File: config.mk
export PLATFORM = sky130hd
export DESIGN_NAME = lsu_ctrl
export DESIGN_NICKNAME = d
export VERILOG_FILES = /design/src/rtl/lsu_pkg.sv /design/src/rtl/lsu_align.sv /design/src/rtl/lsu_ctrl.sv
export SDC_FILE = /design/constraint.sdc
export NUM_CORES = 1
export LEC_CHECK = 0
export ABC_AREA = 1
export CAP_MARGIN = 30
export CORE_UTILIZATION = 38
export CTS_BUF_LIST = sky130_fd_sc_hd__clkbuf_16
export DETAILED_ROUTE_END_ITERATION = 7
export PLACE_DENSITY = 0.7
export SKIP_LAST_GASP = 1
export SLEW_MARGIN = 20
export SYNTH_ARGS = -nofsm -noshare
export SYNTH_HDL_FRONTEND = slang
export SYNTH_HIERARCHICAL = 1
export SYNTH_SLANG_ARGS = --single-unit
File: constraint.sdc
create_clock -name clock -period 4 [get_ports clock]
set_clock_uncertainty 0.05 [all_clocks]
set_input_delay 0.4 -clock clock [delete_from_list [all_inputs] [get_ports clock]]
set_output_delay 0.4 -clock clock [all_outputs]
set_load 0.05 [all_outputs]
File: src/rtl/lsu_pkg.sv
// +--------------------------------------------------------------------+
// | lsu_pkg : shared types and helpers for the load/store unit          |
// | Rev 1.0                                                             |
// +--------------------------------------------------------------------+
`default_nettype none

package lsu_pkg;

    typedef enum logic [1:0] {
        SZ_B = 2'd0,
        SZ_H = 2'd1,
        SZ_W = 2'd2,
        SZ_D = 2'd3
    } lsu_size_e;

    typedef enum logic [1:0] {
        ST_IDLE  = 2'd0,
        ST_BEAT0 = 2'd1,
        ST_BEAT1 = 2'd2,
        ST_DONE  = 2'd3
    } lsu_state_e;

    function automatic logic [3:0] size_bytes(input lsu_size_e size);
        return 4'd1 << size;
    endfunction

endpackage

`default_nettype wire

File: src/rtl/lsu_align.sv
// +--------------------------------------------------------------------+
// | lsu_align : byte-lane masks, write-data shifts, read assembly/ext   |
// | Rev 1.0                                                             |
// +--------------------------------------------------------------------+
`default_nettype none

module lsu_align
    import lsu_pkg::*;
#(
    parameter int XLEN = 32
) (
    input  logic [$clog2(XLEN/8)-1:0] off,
    input  lsu_size_e                 size,
    input  logic                      sgn,
    input  logic                      second,
    input  logic [XLEN-1:0]           wdata,
    input  logic [XLEN-1:0]           rdata,
    input  logic [XLEN-1:0]           asm_in,
    output logic [XLEN/8-1:0]         wmask0,
    output logic [XLEN/8-1:0]         wmask1,
    output logic [XLEN-1:0]           wdata0,
    output logic [XLEN-1:0]           wdata1,
    output logic [XLEN-1:0]           asm_out,
    output logic [XLEN-1:0]           result
);

    localparam int NB = XLEN / 8;
    localparam int SW = $clog2(XLEN);

    logic [3:0]      w_nb;
    logic [2*NB-1:0] w_ones;
    logic [2*NB-1:0] w_lanes;
    logic [7:0]      w_sh_lo;
    logic [7:0]      w_sh_hi;
    logic [XLEN-1:0] w_part;
    logic [SW-1:0]   w_sidx;
    logic            w_sbit;

    assign w_nb    = size_bytes(size);
    assign w_sh_lo = 8'({off, 3'b000});
    assign w_sh_hi = 8'(XLEN) - w_sh_lo;

    always_comb begin
        w_ones = '0;
        for (int i = 0; i < NB; i++) begin
            w_ones[i] = (i < int'(w_nb));
        end
    end

    // Upper half of the double-width lane vector is what spills into beat 1
    assign w_lanes = w_ones << off;
    assign wmask0  = w_lanes[NB-1:0];
    assign wmask1  = w_lanes[2*NB-1:NB];
    assign wdata0  = wdata << w_sh_lo;
    assign wdata1  = wdata >> w_sh_hi;

    assign w_part  = second ? (rdata << w_sh_hi) : (rdata >> w_sh_lo);
    assign asm_out = second ? (asm_in | w_part) : w_part;

    assign w_sidx  = SW'({w_nb, 3'b000} - 7'd1);
    assign w_sbit  = asm_out[w_sidx];

    always_comb begin
        result = '0;
        for (int i = 0; i < XLEN; i++) begin
            result[i] = (i < 8 * int'(w_nb)) ? asm_out[i] : (sgn & w_sbit);
        end
    end

endmodule

`default_nettype wire

File: src/rtl/lsu_ctrl.sv
// +--------------------------------------------------------------------+
// | lsu_ctrl : load/store unit FSM between execute and data-memory bus  |
// | Rev 1.0                                                             |
// +--------------------------------------------------------------------+
`default_nettype none

module lsu_ctrl
    import lsu_pkg::*;
#(
    parameter int XLEN           = 32,
    parameter int MISALIGN_SPLIT = 1,
    parameter int TIMEOUT_CYCLES = 0
) (
    input  logic              clock,
    input  logic              reset,
    input  logic              cmd_valid,
    output logic              cmd_ready,
    input  logic              cmd_wen,
    input  logic [1:0]        cmd_size,
    input  logic              cmd_signed,
    input  logic [XLEN-1:0]   cmd_addr,
    input  logic [XLEN-1:0]   cmd_wdata,
    output logic              done_valid,
    output logic [XLEN-1:0]   done_rdata,
    output logic              done_err,
    output logic              io_lsu_reqValid,
    output logic [XLEN-1:0]   io_lsu_addr,
    output logic              io_lsu_wen,
    output logic [XLEN-1:0]   io_lsu_wdata,
    output logic [XLEN/8-1:0] io_lsu_wmask,
    input  logic              io_lsu_respValid,
    input  logic [XLEN-1:0]   io_lsu_rdata
);

    localparam int NB = XLEN / 8;
    localparam int OW = $clog2(NB);
    localparam int TW = (TIMEOUT_CYCLES > 1) ? $clog2(TIMEOUT_CYCLES + 1) : 1;
    localparam logic [TW-1:0] TLAST = TW'((TIMEOUT_CYCLES > 0) ? TIMEOUT_CYCLES - 1 : 0);

    lsu_state_e      state, state_next;
    logic            r_wen, r_sgn;
    lsu_size_e       r_size;
    logic [OW-1:0]   r_off;
    logic [XLEN-1:0] r_wdata;
    logic [XLEN-1:0] r_buf;
    logic [TW-1:0]   r_tcnt;

    logic            w_idle, w_accept, w_beat_ok, w_tout, w_cross, w_bad;
    logic [OW-1:0]   w_off;
    lsu_size_e       w_size;
    logic [XLEN-1:0] w_wdata_src;
    logic [NB-1:0]   w_wmask0, w_wmask1;
    logic [XLEN-1:0] w_wdata0, w_wdata1, w_asm, w_result;

    // While idle the aligner looks at the incoming command, otherwise at the latched one
    assign w_idle      = (state == ST_IDLE);
    assign w_off       = w_idle ? cmd_addr[OW-1:0] : r_off;
    assign w_size      = w_idle ? lsu_size_e'(cmd_size) : r_size;
    assign w_wdata_src = w_idle ? cmd_wdata : r_wdata;
    assign w_cross     = (int'(w_off) + int'(size_bytes(w_size))) > NB;
    assign w_bad       = ((XLEN == 32) && (w_size == SZ_D)) || (w_cross && (MISALIGN_SPLIT == 0));

    assign cmd_ready   = w_idle;
    assign done_valid  = (state == ST_DONE);

    lsu_align #(.XLEN(XLEN)) u_align (
        .off     (w_off),
        .size    (w_size),
        .sgn     (r_sgn),
        .second  (state == ST_BEAT1),
        .wdata   (w_wdata_src),
        .rdata   (io_lsu_rdata),
        .asm_in  (r_buf),
        .wmask0  (w_wmask0),
        .wmask1  (w_wmask1),
        .wdata0  (w_wdata0),
        .wdata1  (w_wdata1),
        .asm_out (w_asm),
        .result  (w_result)
    );

    always_ff @(posedge clock or negedge reset) begin
        if (!reset) state <= ST_IDLE;
        else        state <= state_next;
    end

    always_comb begin
        state_next = state;
        w_accept   = 1'b0;
        w_beat_ok  = 1'b0;
        w_tout     = 1'b0;
        unique case (state)
            ST_IDLE: begin
                if (cmd_valid) begin
                    w_accept   = 1'b1;
                    state_next = w_bad ? ST_DONE : ST_BEAT0;
                end
            end
            ST_BEAT0, ST_BEAT1: begin
                if (io_lsu_reqValid) begin
                    if (io_lsu_respValid) begin
                        w_beat_ok  = 1'b1;
                        state_next = ((state == ST_BEAT0) && w_cross) ? ST_BEAT1 : ST_DONE;
                    end else if ((TIMEOUT_CYCLES != 0) && (r_tcnt == TLAST)) begin
                        w_tout     = 1'b1;
                        state_next = ST_DONE;
                    end
                end
            end
            ST_DONE: state_next = ST_IDLE;
            default: state_next = ST_IDLE;
        endcase
    end

    always_ff @(posedge clock or negedge reset) begin
        if (!reset) begin
            r_wen           <= 1'b0;
            r_sgn           <= 1'b0;
            r_size          <= SZ_B;
            r_off           <= '0;
            r_wdata         <= '0;
            r_buf           <= '0;
            r_tcnt          <= '0;
            done_rdata      <= '0;
            done_err        <= 1'b0;
            io_lsu_reqValid <= 1'b0;
            io_lsu_addr     <= '0;
            io_lsu_wen      <= 1'b0;
            io_lsu_wdata    <= '0;
            io_lsu_wmask    <= '0;
        end else begin
            unique case (state)
                ST_IDLE: begin
                    if (w_accept) begin
                        r_wen   <= cmd_wen;
                        r_sgn   <= cmd_signed;
                        r_size  <= lsu_size_e'(cmd_size);
                        r_off   <= cmd_addr[OW-1:0];
                        r_wdata <= cmd_wdata;
                        r_buf   <= '0;
                        r_tcnt  <= '0;
                        if (w_bad) begin
                            done_err   <= 1'b1;
                            done_rdata <= '0;
                        end else begin
                            io_lsu_reqValid <= 1'b1;
                            io_lsu_addr     <= {cmd_addr[XLEN-1:OW], {OW{1'b0}}};
                            io_lsu_wen      <= cmd_wen;
                            io_lsu_wdata    <= w_wdata0;
                            io_lsu_wmask    <= w_wmask0;
                        end
                    end
                end
                ST_BEAT0, ST_BEAT1: begin
                    if (!io_lsu_reqValid) begin
                        // One idle cycle between the two halves of a split access
                        io_lsu_reqValid <= 1'b1;
                        r_tcnt          <= '0;
                    end else if (w_beat_ok) begin
                        r_buf           <= w_asm;
                        r_tcnt          <= '0;
                        io_lsu_reqValid <= 1'b0;
                        if (state_next == ST_BEAT1) begin
                            io_lsu_addr  <= io_lsu_addr + XLEN'(NB);
                            io_lsu_wdata <= w_wdata1;
                            io_lsu_wmask <= w_wmask1;
                        end else begin
                            done_rdata   <= r_wen ? '0 : w_result;
                            done_err     <= 1'b0;
                            io_lsu_addr  <= '0;
                            io_lsu_wen   <= 1'b0;
                            io_lsu_wdata <= '0;
                            io_lsu_wmask <= '0;
                        end
                    end else if (w_tout) begin
                        done_rdata      <= '0;
                        done_err        <= 1'b1;
                        io_lsu_reqValid <= 1'b0;
                        io_lsu_addr     <= '0;
                        io_lsu_wen      <= 1'b0;
                        io_lsu_wdata    <= '0;
                        io_lsu_wmask    <= '0;
                    end else begin
                        r_tcnt <= r_tcnt + 1'b1;
                    end
                end
                ST_DONE: begin
                    done_rdata <= '0;
                    done_err   <= 1'b0;
                end
                default: ;
            endcase
        end
    end

endmodule

`default_nettype wire

==> flow_summary.yaml <==
floorplan:
  core.rowCount: 64
  dieArea_um2: 32490
  die_w_um: 180.2
  start_util_pct: 39.06
  die_h_um: 180.2
  fp.coreArea_um2: 30910
  ios: 209
grt:
  grt_start_max_net_pins: 82
  grt-ovfl-total: 0
  grt_pass1_wl_um: 65410
  grt_usage_pct: 25.31
  grt_pass1_vias: 12174
  antenna_found_initial: 0
sta:
  slew_headroom_pct: 45.39
  final_hold_viol_count: 0
  whs_ns: 0.4224
  drv_slew: 0
  timing.fmax_ghz: 0.2719
  period_needed_ns: 3.678
  rsz0062_at_grt: "no"
  tightest_slew_ns: 0.8192
  setup_viol: 0
  final.setup.tns_ns: 0
  post-route-period-util_pct: 91.96
synth:
  syn_inst: 1851
  synth_commonest_cells: "nand2_1 (471), nor2_1 (216), a21oi_1 (186), inv_1 (179), dfrtp_1 (173)"
  async_flop_share_pct: 100.0
  yosys_warnings: 6
  syn_area_per_cell_um2: 6.522
  synthDistinctLibCells: 39
  synth_top_area_share_pct: 35.86
  ys.flop_type: "dfrtp_1"
  yosysTopAreaCell: "dfrtp_1"
  synth_edf_count: 0
  syn_area_um2: 12070
  synthTopCellsByArea: "dfrtp_1 (36%), nand2_1 (15%), a21oi_1 (7.7%)"
  ys_seq_area_share_pct: 35.86
  synth-seq-cells: 173
  yosysMostFrequentCell: "nand2_1"
final_layout:
  fin_area_um2: 14830
  utilization_pct: 47.98
  area_delta_synth_final_pct: 22.84
  antennaDiodeCount: 0
  drive_gt1_share_pct: 6.600
  fin_nets: 2104
worst_setup_path:
  path_cells: "inv_1 -> ha_2 -> o21ai_0 -> inv_1 -> inv_2 -> ha_1 -> nand2_1 -> inv_2 -> a21oi_1 -> nand2_1 -> nand2_1 -> o21ai_0 -> nand2_1 -> nand2_2 -> inv_1 -> nor2_1 -> nand3_1 -> nand2_1"
  crit_top_cell: "nand2_1"
  cp_top_family: "simple AND/OR/NAND/NOR gates"
  r2r_slack_ns: 0.32
  crit_fanout: 11
  crit_arrival_ns: 3.95
  cp-end-kind: "flop"
  path_depth: 18
  timing.rr.end: "done_rdata[25]"
  crit_slowest_cell: "o21ai_0"
  cpPeakStageDelay_ns: 0.43
  r2r-start: "state[1]"
  worstSetupPathType: "flop to flop"
  r2r_cells: 18
  crit_buf_inv: 5
  critPathLaunchType: "flop"
  required_ns: 4.27
drt:
  vias: 12801
  drc_errors: 0
  drt_iter0_markers: 1605
  antenna_left: 0
  drt_first_pass_iters: 5
  wire_per_inst_um: 17.12
  viasPerCell: 5.343
  finalWirelength_um: 41020
clock_network:
  cts_sinks: 173
  clk_pin_slew_ns: 0.08
  cts_tree: "built"
  cts-htree-levels: 4
  numCtsBuffers: 17
  cts_resized: 0
  insertion_delay_ns: 0.45
  cts-root-buf: "clkbuf_16"
  clock_path_buffers: 2
run_status:
  status: "finished, final reports clean"
worst_hold_path:
  hold_depth: 2
  min_from: "done_err"
  hp-class: "flop to flop"
  min_to: "done_err"
placed_design:
  io_buffers: 206
  post_dp_cell_area_um2: 14240
  place_congestion: 0.9783
  detailed_place_hpwl_um: 28620
flow_run:
  maxCapViolCount: 0
## area by class of cell
type | instances | area (um2)
clock buffers | 17 | 425.4
clock inverters | 14 | 156.4
fillers | 3169 | 16080
inverters | 192 | 720.7
multi-input cells | 1367 | 6392
flip-flops and latches | 173 | 4329
well taps | 396 | 495.5
repair buffers | 237 | 2311
## per-stage QoR
step / setup WS (ns) / instances
after CTS: 0.3387 / 2396
after floorplan: 0.01525 / 1852
after detailed placement: 0.3790 / 2364
final: 0.3216 / 2396
after global routing: 0.01515 / 2396
after global placement: 0.4757 / 2364
## kinds of logic after synthesis
logic type                 synth area share [%]
and+or+nand+nor                           32.68
AOI/OAI and AO/OA                         17.65
other                                   0.06221
buffers and inverters                     11.36
adders and majority gates                 1.306
DFF                                       35.86
xor gates and xnor gates                  1.088
## worst register-to-register path: cells and delay by family, from the launching register on
kind	cells	cell delay [ns]
simple gates	8	0.94
compound gates	3	0.84
buf+inv	5	0.72
fa+ha+maj	2	0.58
flops	1	0.42
## layout by cell type (no fill, tap or decap), types with 2 or more instances in the layout
cell | synthesis | final
a21oi_1 | 186 | 186
a31oi_1 | 4 | 4
buf_4 | 19 | 29
bufinv_16 | 0 | 2
clkbuf_16 | 0 | 17
clkdlybuf4s50_1 | 0 | 205
clkinv_1 | 1 | 2
clkinv_4 | 0 | 2
clkinvlp_4 | 0 | 2
conb_1 | 2 | 3
dfrtp_1 | 173 | 173
ha_1 | 11 | 10
inv_1 | 179 | 179
inv_2 | 12 | 12
inv_6 | 0 | 5
nand2_1 | 471 | 470
nand2_2 | 37 | 38
nand3_1 | 171 | 171
nand3_2 | 2 | 2
nand3_4 | 2 | 2
nand4_4 | 4 | 4
nor2_1 | 216 | 216
nor2_2 | 3 | 3
nor2_4 | 3 | 3
nor3_1 | 10 | 10
o211ai_1 | 7 | 7
o211ai_2 | 2 | 2
o21ai_0 | 170 | 169
o21ai_1 | 26 | 26
o22ai_1 | 16 | 16
xnor2_1 | 6 | 6
xor2_1 | 9 | 9
## sequential cells by signal, summed over array words and instances, names as in the netlist
register / count
io_lsu_addr: 30
r_wen: 1
done_err: 1
r_wdata: 32
io_lsu_wdata: 32
r_off: 2
io_lsu_wmask: 4
state: 2
r_size: 2
done_rdata: 32
io_lsu_reqValid: 1
io_lsu_wen: 1
r_buf: 32
r_sgn: 1
## how the worst max path moves through the flow
| stage | startpoint | to | slack, ns |
|---|---|---|---|
| floorplan | state[1] | done_rdata[10] | 0.02 |
| global placement | state[1] | done_rdata[30] | 0.48 |
| detailed placement | state[1] | done_rdata[17] | 0.38 |
| CTS | state[1] | done_rdata[17] | 0.34 |
| global route | state[1] | done_rdata[17] | 0.02 |
| finish | state[1] | done_rdata[25] | 0.32 |
## routing by layer
layer	GRT usage [%]	vias to the layer above	wire [um]
li1	-	6219	-
met1	32.90	5936	17370
met2	41.07	569	19120
met3	3.860	77	2771
met4	12.38	0	1757
met5	0	-	0
## timing repair
action	4_1_cts	5_1_grt
endpoints found under the hold margin	26	0
setup buffers	0	0
hold buffers	1	0
setup endpoints to repair	0	0
Power is left out: the tool's default activity adds up to more than one toggle a clock period on the data nets, which glitch-free logic cannot reach.
